File: config.mk
export PLATFORM = sky130hd
export DESIGN_NAME = pwm_wave_gen
export DESIGN_NICKNAME = d
export VERILOG_FILES = /design/src/rtl/pwm_wave_gen.sv
export SDC_FILE = /design/constraint.sdc
export NUM_CORES = 1
export LEC_CHECK = 0
export CAP_MARGIN = 20
export CORE_MARGIN = 5
export CORE_UTILIZATION = 45
export CTS_CLUSTER_DIAMETER = 50
export DETAILED_ROUTE_END_ITERATION = 8
export PLACE_DENSITY = 0.78
export REMOVE_ABC_BUFFERS = 1
export SLEW_MARGIN = 40
export SYNTH_ARGS = -nofsm -noshare
export SYNTH_HDL_FRONTEND = slang
export SYNTH_SLANG_ARGS = --single-unit
export TNS_END_PERCENT = 30
File: constraint.sdc
create_clock -name clk -period 2.6 [get_ports clk]
set_clock_uncertainty 0.2 [all_clocks]
set_input_delay 0.52 -clock clk [delete_from_list [all_inputs] [get_ports clk]]
set_output_delay 0.52 -clock clk [all_outputs]
set_load 0.02 [all_outputs]
File: src/rtl/pwm_wave_gen.sv
// Phase-accumulator PWM generator with phase offset and duty threshold.
// Define PWM_WAVE_GEN_SHADOW_EN to defer step/phase/duty changes to the period wrap.
module pwm_wave_gen #(
  parameter int unsigned ACC_W = 23,
  parameter int unsigned PH_W  = 7,
  parameter int unsigned OUT_W = 16
) (
  input  logic             clk,
  input  logic             reset,
  input  logic             enable,
  input  logic [ACC_W-1:0] step,
  input  logic [PH_W-1:0]  phase,
  input  logic [PH_W:0]    duty,
  input  logic             load,
  output logic [OUT_W-1:0] pwm_out,
  output logic             period_tick
);

  logic [ACC_W-1:0] r_acc;
  logic [ACC_W-1:0] r_step_a;
  logic [PH_W-1:0]  r_phase_a;
  logic [PH_W:0]    r_duty_a;

  logic [ACC_W:0]   w_sum;
  logic             w_wrap;
  logic [PH_W-1:0]  w_idx;
  logic             w_high;

  assign w_sum  = {1'b0, r_acc} + {1'b0, r_step_a};
  assign w_wrap = enable & w_sum[ACC_W];
  // Index wraps mod 2^PH_W; the PH_W+1-bit compare makes duty >= 2^PH_W always high.
  assign w_idx  = r_acc[ACC_W-1 -: PH_W] + r_phase_a;
  assign w_high = ({1'b0, w_idx} < r_duty_a);

  always_ff @(posedge clk or posedge reset) begin
    if (reset) begin
      r_acc       <= '0;
      pwm_out     <= '0;
      period_tick <= 1'b0;
    end else if (enable) begin
      r_acc       <= w_sum[ACC_W-1:0];
      pwm_out     <= w_high ? '1 : '0;
      period_tick <= w_sum[ACC_W];
    end else begin
      pwm_out     <= '0;
      period_tick <= 1'b0;
    end
  end

`ifdef PWM_WAVE_GEN_SHADOW_EN
  logic [ACC_W-1:0] r_step_p;
  logic [PH_W-1:0]  r_phase_p;
  logic [PH_W:0]    r_duty_p;
  logic             r_pend_vld;
  logic             w_commit;

  // While stopped there is no wrap, so a fresh load is committed on the following edge.
  assign w_commit = w_wrap | (~enable & r_pend_vld);

  always_ff @(posedge clk or posedge reset) begin
    if (reset) begin
      r_step_a   <= '0;
      r_phase_a  <= '0;
      r_duty_a   <= '0;
      r_step_p   <= '0;
      r_phase_p  <= '0;
      r_duty_p   <= '0;
      r_pend_vld <= 1'b0;
    end else begin
      if (w_commit) begin
        r_step_a  <= r_step_p;
        r_phase_a <= r_phase_p;
        r_duty_a  <= r_duty_p;
      end
      if (load) begin
        r_step_p   <= step;
        r_phase_p  <= phase;
        r_duty_p   <= duty;
        r_pend_vld <= 1'b1;
      end else if (w_commit) begin
        r_pend_vld <= 1'b0;
      end
    end
  end
`else
  always_ff @(posedge clk or posedge reset) begin
    if (reset) begin
      r_step_a  <= '0;
      r_phase_a <= '0;
      r_duty_a  <= '0;
    end else if (load) begin
      r_step_a  <= step;
      r_phase_a <= phase;
      r_duty_a  <= duty;
    end
  end
`endif

endmodule
==> run metrics, run 1 <==
Setup Crit Path Kind flop to flop; H-tree Lvls 3; number of global-route vias before repair 3010; layout cells sized above 1 18.8%; Seq pwr share 27.3%; Synth top area share 40.0%; cts bufs inserted 9; reg-to-reg slack, setup -40 ps; Port Buf Inserts 58; grt ovf 0; max cap viols 0; # diodes 0; Worst-Margin Slew 556 ps; Max Fclk 0.379 GHz; CTS max path bufs 2; ys async rst share 100%; DIE WIDTH 104 um; end-of-flow core utilization 55.6%; Initial Utilization 45.6%; Pleak 0.00208 uW; violated checks negative setup slack; dominant synthesized flop cell dfrtp_1; cell row count 34; Residual DRC 0; final worst path period need 2640 ps; NumNets Final 514; final instance area 4800 um2; register area share after synthesis 40.0%; drt wl/cell 15.5 um; Synth Cell Area 3940 um2; fin. max-slew vios 0; synthesized instance count 380; Cell Count Post-Placement 531; HP Start r_acc[5]$_DFFE_PP0P_; chip height 104 um; Clk Tree Root Cell clkbuf_8; most common cell after layout, fill and taps aside dfrtp_1; Internal Power 3120 uW; YS warnings 0; CP Capture Type flop; worst vdd ir 0.470 mV; CTS tree yes; path depth of the worst reg2reg path 8; initial antenna violation count 0; unrepaired setup endpoints after global routing yes; data arrival time of the critical path 2680 ps; HP Class flop to flop; Layout area overhead 21.8%; vias per inst 5.60; commonest non-fill, non-tap cells in the layout 63 x dfrtp_1, 57 x clkdlybuf4s50_1, 42 x mux2_2, 33 x ha_1, 31 x a21oi_1; RD Place Congestion 0.904; PnR worst setup slack -35.7 ps; leading area contributor after synthesis dfrtp_1; 1st-iter DRT viols 144; first-pass GRT wire length 14200 um; largest net degree at the start of global routing 64; largest cells by area after synthesis dfrtp_1 40%, mux2_2 12%, ha_1 11%; Reg clk slew, reported paths 60 ps; Power Dens Cells 1100 nW/um2; IO Pins 59; core area 8640 um2; Final Cycle Share 101%; reg-to-reg endpoint r_acc[18]$_DFFE_PP0P_; Clock Power Share 13.3%; hold slack 286 ps; Setup Viol. Count Final 4; Slew HR 62.7%; DRT Wirelength 8430 um; Initial DRT Pass Iterations 4; Post-Layout Cell Count 545; number of flops mapped to enable cells by yosys 0; die area 10700 um2; Sw Ratio 41.2%; clock latency on the worst-skew pair 330 ps; Avg Inst Size Synth 10.4 um2; Comb pwr share 59.4%; clk sink count 63; crit start category flop; status finished with violations; Detailed Place HPWL 6150 um; Worst Path Required 2640 ps; total track usage 15.9%; Min-Delay Endpoint r_acc[5]$_DFFE_PP0P_; WHS Path Cells 1; P_sw 2180 uW; Yosys cell types 44; worst-path fanout max 3; RR Startpoint r_acc[0]$_DFFE_PP0P_; post-route ant nets 0; routed vias 3053; Fin. Hold Viols 0; register bit total from synthesis 63; dpl cell area 4600 um2
## synthesized netlist by cell type (2+ instances only)
| library cell | count |
|---|---|
| a211oi_1 | 5 |
| nand2b_1 | 5 |
| nand2_1 | 29 |
| o21a_1 | 8 |
| o21bai_1 | 7 |
| buf_1 | 3 |
| o211ai_1 | 5 |
| o21ai_1 | 3 |
| dfrtp_1 | 63 |
| nor2_1 | 12 |
| clkbuf_1 | 8 |
| fa_1 | 2 |
| nand3_1 | 6 |
| nand4_1 | 6 |
| nor3_1 | 5 |
| a21o_1 | 11 |
| ha_1 | 35 |
| nor2b_1 | 2 |
| xnor2_1 | 11 |
| o21ai_0 | 17 |
| a211o_1 | 3 |
| buf_4 | 15 |
| a21oi_1 | 32 |
| and3_1 | 4 |
| mux2_2 | 43 |
| o31ai_1 | 2 |
| inv_1 | 14 |
| o2111ai_1 | 3 |
| xor2_1 | 6 |
## state kept, by name, summed over array words and instances, names as in the netlist
signal,cells
pwm_out,1
r_acc,23
r_phase_a,7
r_duty_a,8
period_tick,1
r_step_a,23
## power by group through the flow
stage / Clock [uW] / Combinational, uW / Sequential [uW]
2_1_floorplan: 0 / 2020 / 1570
3_3_place_gp: 0 / 2940 / 1440
3_5_place_dp: 0 / 3040 / 1460
4_1_cts: 728 / 3110 / 1450
5_1_grt: 781 / 3490 / 1480
6_report: 706 / 3150 / 1440
## logic make-up (layout without fill, tap and decap cells)
kind of cell	Yosys count	in the layout	share of synthesized area, %
buffers and inverters	41	98	5.33
adders and majority gates	37	37	12.1
DFF	63	63	40.0
xor gates and xnor gates	17	17	3.78
muxes	44	44	12.6
and+or+nand+nor	73	73	8.86
AOI/OAI and AO/OA	105	105	17.3
## metal layers
layer	vias up	GRT usage, %	part of all wire, %
li1	1480	-	-
met1	1468	20.7	45
met2	91	25.2	48
met3	14	5.10	5.4
met4	0	4.87	1.4
met5	-	0	0
## worst max path at each step
stage                       endpoint                  start  slack, ps
2_1_floorplan             pwm_out[0]  pwm_out[14]$_DFF_PP0_       -310
3_3_place_gp   r_acc[22]$_DFFE_PP0P_   r_acc[0]$_DFFE_PP0P_        -60
3_5_place_dp   r_acc[22]$_DFFE_PP0P_   r_acc[0]$_DFFE_PP0P_       -130
4_1_cts        r_acc[18]$_DFFE_PP0P_   r_acc[0]$_DFFE_PP0P_        -40
5_1_grt        r_acc[18]$_DFFE_PP0P_   r_acc[0]$_DFFE_PP0P_       -160
6_report       r_acc[18]$_DFFE_PP0P_   r_acc[0]$_DFFE_PP0P_        -40
## layout make-up
class                   count  area (um2)
clock buffers              11         141
inverters                  15        56.3
fillers                   772        3840
flip-flops and latches     63        1580
well taps                 108         135
repair buffers             70         691
clock inverters             2        10.0
multi-input cells         276        2190
## critical path, cell delays in order, from the launching register on
cell and delay [ps]:
dfrtp_1 390, ha_2 210, fa_2 360, a21o_1 180, a221o_1 370, a211o_1 330
and3_4 170, o21a_1 180, o31ai_2 160
## timing repair
item	4_1_cts	5_1_grt
resized for setup	6	4
endpoints found under the setup margin	6	7
hold buffers	0	0
buffers inserted	1	0
pin swaps	4	2
cloned	0	0
## metrics by stage
stage	power (uW)	setup WS [ps]	setup TNS, ps
after global placement	4380	-64.7	-180
final	5300	-35.7	-67.7
after floorplan	3590	-313	-5010
after CTS	5280	-42.7	-95.5
after global routing	5750	-162	-666
after detailed placement	4500	-133	-570
No activity file was read; power rests on OpenSTA's default activity.
==> run 2, diff against run 1 <==
ABC_AREA = 1   (was unset)
PLACE_DENSITY = 0.77   (was 0.78)
==> run 2 against run 1 <==
Sequential power about the same. The flow now finishes without violations. Largest power group unchanged. Wire length up 21%. Global-route usage is 2.4 points higher. Worst hold slack better by 0.61 ps. Critical path depth rose by 3. Setup slack better by 150 ps. Die area is 12% higher. Flip-flop and latch count unchanged. Highest routed layer unchanged. First-iteration DRC count rose by 7.6%.
==> run metrics, run 2 <==
CP cell instances ha_1 -> fa_2 -> nand3_2 -> nand3_2 -> a21o_1 -> a21oi_2 -> xor2_1 -> ha_1 -> nand4_1 -> a21oi_2 -> nor3_2; CP Capture Type flop; Slew HR 74.2% (+11 points); Max Fclk 0.403 GHz (+6.2%); register area share after synthesis 35.4% (-4.6 points); number of flops mapped to enable cells by yosys 0 (unchanged); largest cells by area after synthesis dfrtp_1 35%, nand2_1 16%, ha_1 9.8%; Slowest cell on crit path dfrtp_1; Worst-Margin Slew 388 ps (-168 ps); NumNets Final 707 (+38%); H-tree Lvls 3 (unchanged); DRT Wirelength 10200 um (+21%); CTS tree yes; Power Dens Cells 1080 nW/um2 (-1.8%); Final Cycle Share 95.5% (-5.9 points); Post-synth top cells 195 x nand2_1, 73 x inv_1, 63 x dfrtp_1, 35 x ha_1, 31 x nand3_1; # diodes 0 (unchanged); Critical Path Max Stage Delay 390 ps (about the same); Post-Layout Cell Count 765 (+40%); YS warnings 0 (unchanged); synthesized instance count 578 (+52%); crit start category flop; chip height 109 um (+5.6%); Avg Inst Size Synth 7.70 um2 (-26%); cts bufs inserted 9 (unchanged); Residual DRC 0 (unchanged); initial antenna violation count 0 (unchanged); ys async rst share 100% (unchanged); Layout area overhead 19.8%; layout cells sized above 1 15.0% (-3.7 points); pre-CTS setup slack -127 ps (+6.00 ps); largest net degree at the start of global routing 64 (unchanged); Worst Path Required 2670 ps (+30 ps); status finished clean; unrepaired setup endpoints after global routing no; Detailed Place HPWL 7850 um (+28%); number of global-route vias before repair 3682 (+22%); reg-to-reg slack, setup 120 ps (+150 ps); Fin. Hold Viols 0 (unchanged); clk sink count 63 (unchanged); drt wl/cell 13.3 um (-14%); core area 9730 um2 (+13%); vias per inst 4.90 (-13%); Yosys cell types 33 (-25%); first-pass GRT wire length 17100 um (+21%); commonest non-fill, non-tap cells in the layout 195 x nand2_1, 72 x inv_1, 63 x dfrtp_1, 57 x clkdlybuf4s50_1, 35 x ha_1; worst-path fanout max 2 (-1); Cell Count Post-Placement 749 (+41%); grt ovf 0 (unchanged); largest registers r_acc x23, r_step_a x23, r_duty_a x8; Reg clk slew, reported paths 70 ps (about the same); DIE WIDTH 109 um (+5.6%); CTS max path bufs 2 (unchanged); PnR worst setup slack 117 ps (+153 ps); Clk Tree Root Cell clkbuf_8; routed vias 3748 (+23%); final worst path period need 2480 ps (-153 ps); most common cell in the netlist nand2_1; dominant synthesized flop cell dfrtp_1; Setup Crit Path Kind flop to flop; register bit total from synthesis 63 (unchanged); data arrival time of the critical path 2550 ps (-130 ps); 1st-iter DRT viols 155 (+7.6%); worst vdd ir 0.416 mV (-12%); RD Place Congestion 0.917 (+1.4%); Pleak 0.00274 uW (+32%); clock latency on the worst-skew pair 350 ps (+20 ps); Synth top area share 35.4% (-4.6 points); HP Class flop to flop; Initial Utilization 45.7% (+0.093 points); Port Buf Inserts 58 (unchanged); post-route ant nets 0 (unchanged); cell row count 36 (+5.9%); fin. max-slew vios 0 (unchanged); Setup Viol. Count Final 0 (-4); cts hold-fix bufs 0 (unchanged); leading area contributor after synthesis dfrtp_1; total track usage 18.3% (+2.4 points); Synth Cell Area 4450 um2 (+13%); hold slack 286 ps (+0.609 ps); IO Pins 59 (unchanged); die area 12000 um2 (+12%); Initial DRT Pass Iterations 4 (unchanged); max cap viols 0 (unchanged); most common cell after layout, fill and taps aside nand2_1
-- run 2: cell types whose count changed in the layout (fill, tap and decap cells not counted), sizes merged, moves of 10 or more --
cell / change
nand2: +174
inv: +68
nand3: +31
nor2: +19
a21oi: -16
mux2: -14
a21o: -10
-- run 2: path summary, 6_finish.rpt --
kind                                  startpoint                  endpoint  cells after the start
min reg2reg                r_acc[13]$_DFFE_PP0P_     r_acc[13]$_DFFE_PP0P_                      2
max                        r_acc[16]$_DFFE_PP0P_     pwm_out[14]$_DFF_PP0_                     11
min in group asynchronous                  reset   r_step_a[0]$_DFFE_PP0P_                      3
max in group asynchronous                  reset  r_phase_a[6]$_DFFE_PP0P_                      3
min                        r_acc[13]$_DFFE_PP0P_     r_acc[13]$_DFFE_PP0P_                      2
max reg2reg                r_acc[16]$_DFFE_PP0P_     pwm_out[14]$_DFF_PP0_                     11
-- run 2: report_power, final --
part | internal [uW] | switching, uW
clock | 484 | 379
sequential | 1230 | 195
combinational | 1410 | 2080
-- run 2: metal layers --
layer | up-vias | GRT usage, % | share of wire, %
met4 | 0 | 7.21 | 2.2
met3 | 18 | 3.82 | 5.2
met1 | 1723 | 23.5 | 46
met5 | - | 0 | 0
met2 | 94 | 30.2 | 47
li1 | 1913 | - | -
-- run 2: critical path, delay by kind of cell, from the launching register on --
family	cells	cell delay (ps)
AND/OR/NAND/NOR	4	460
adder cells (fa/ha/maj)	3	850
XOR/XNOR	1	150
flip-flops	1	390
AO/OA/AOI/OAI	3	350
-- run 2: what timing repair did --
item                       CTS  global route
buffers inserted             0             1
pin swaps                    1             0
gates resized for setup      2             5
setup endpoints to repair    1             1
-- run 2: cell type report --
cell class	instances	area [um2]
multi-input combinational	407	2430
clock buffer	11	151
clock inverter	4	45.0
timing repair buffer	64	646
tap	133	166
inverter	83	312
sequential	63	1580
fill	940	4400
-- run 2: stage by stage --
stage          instance area (um2)  TNS, ps  utilization (%)  power, uW
4_1_cts                       5300        0             54.5       5760
3_3_place_gp                  5090        0             52.4       4730
2_1_floorplan                 4290    -5010                -       3890
5_1_grt                       5330        0             54.8       6370
6_report                      5330        0             54.8       5780
3_5_place_dp                  5090     -127             52.4       4850
-- run 2: cells by family (layout without fill, tap and decap cells) --
| family | Yosys count | count (layout) | share of synthesized area (%) |
|---|---|---|---|
| and+or+nand+nor | 291 | 291 | 28.8 |
| muxes | 30 | 30 | 7.59 |
| DFF | 63 | 63 | 35.4 |
| AOI/OAI and AO/OA | 37 | 37 | 4.53 |
| adders and majority gates | 37 | 37 | 10.7 |
| xor gates and xnor gates | 12 | 12 | 2.36 |
| buffers and inverters | 108 | 162 | 10.5 |
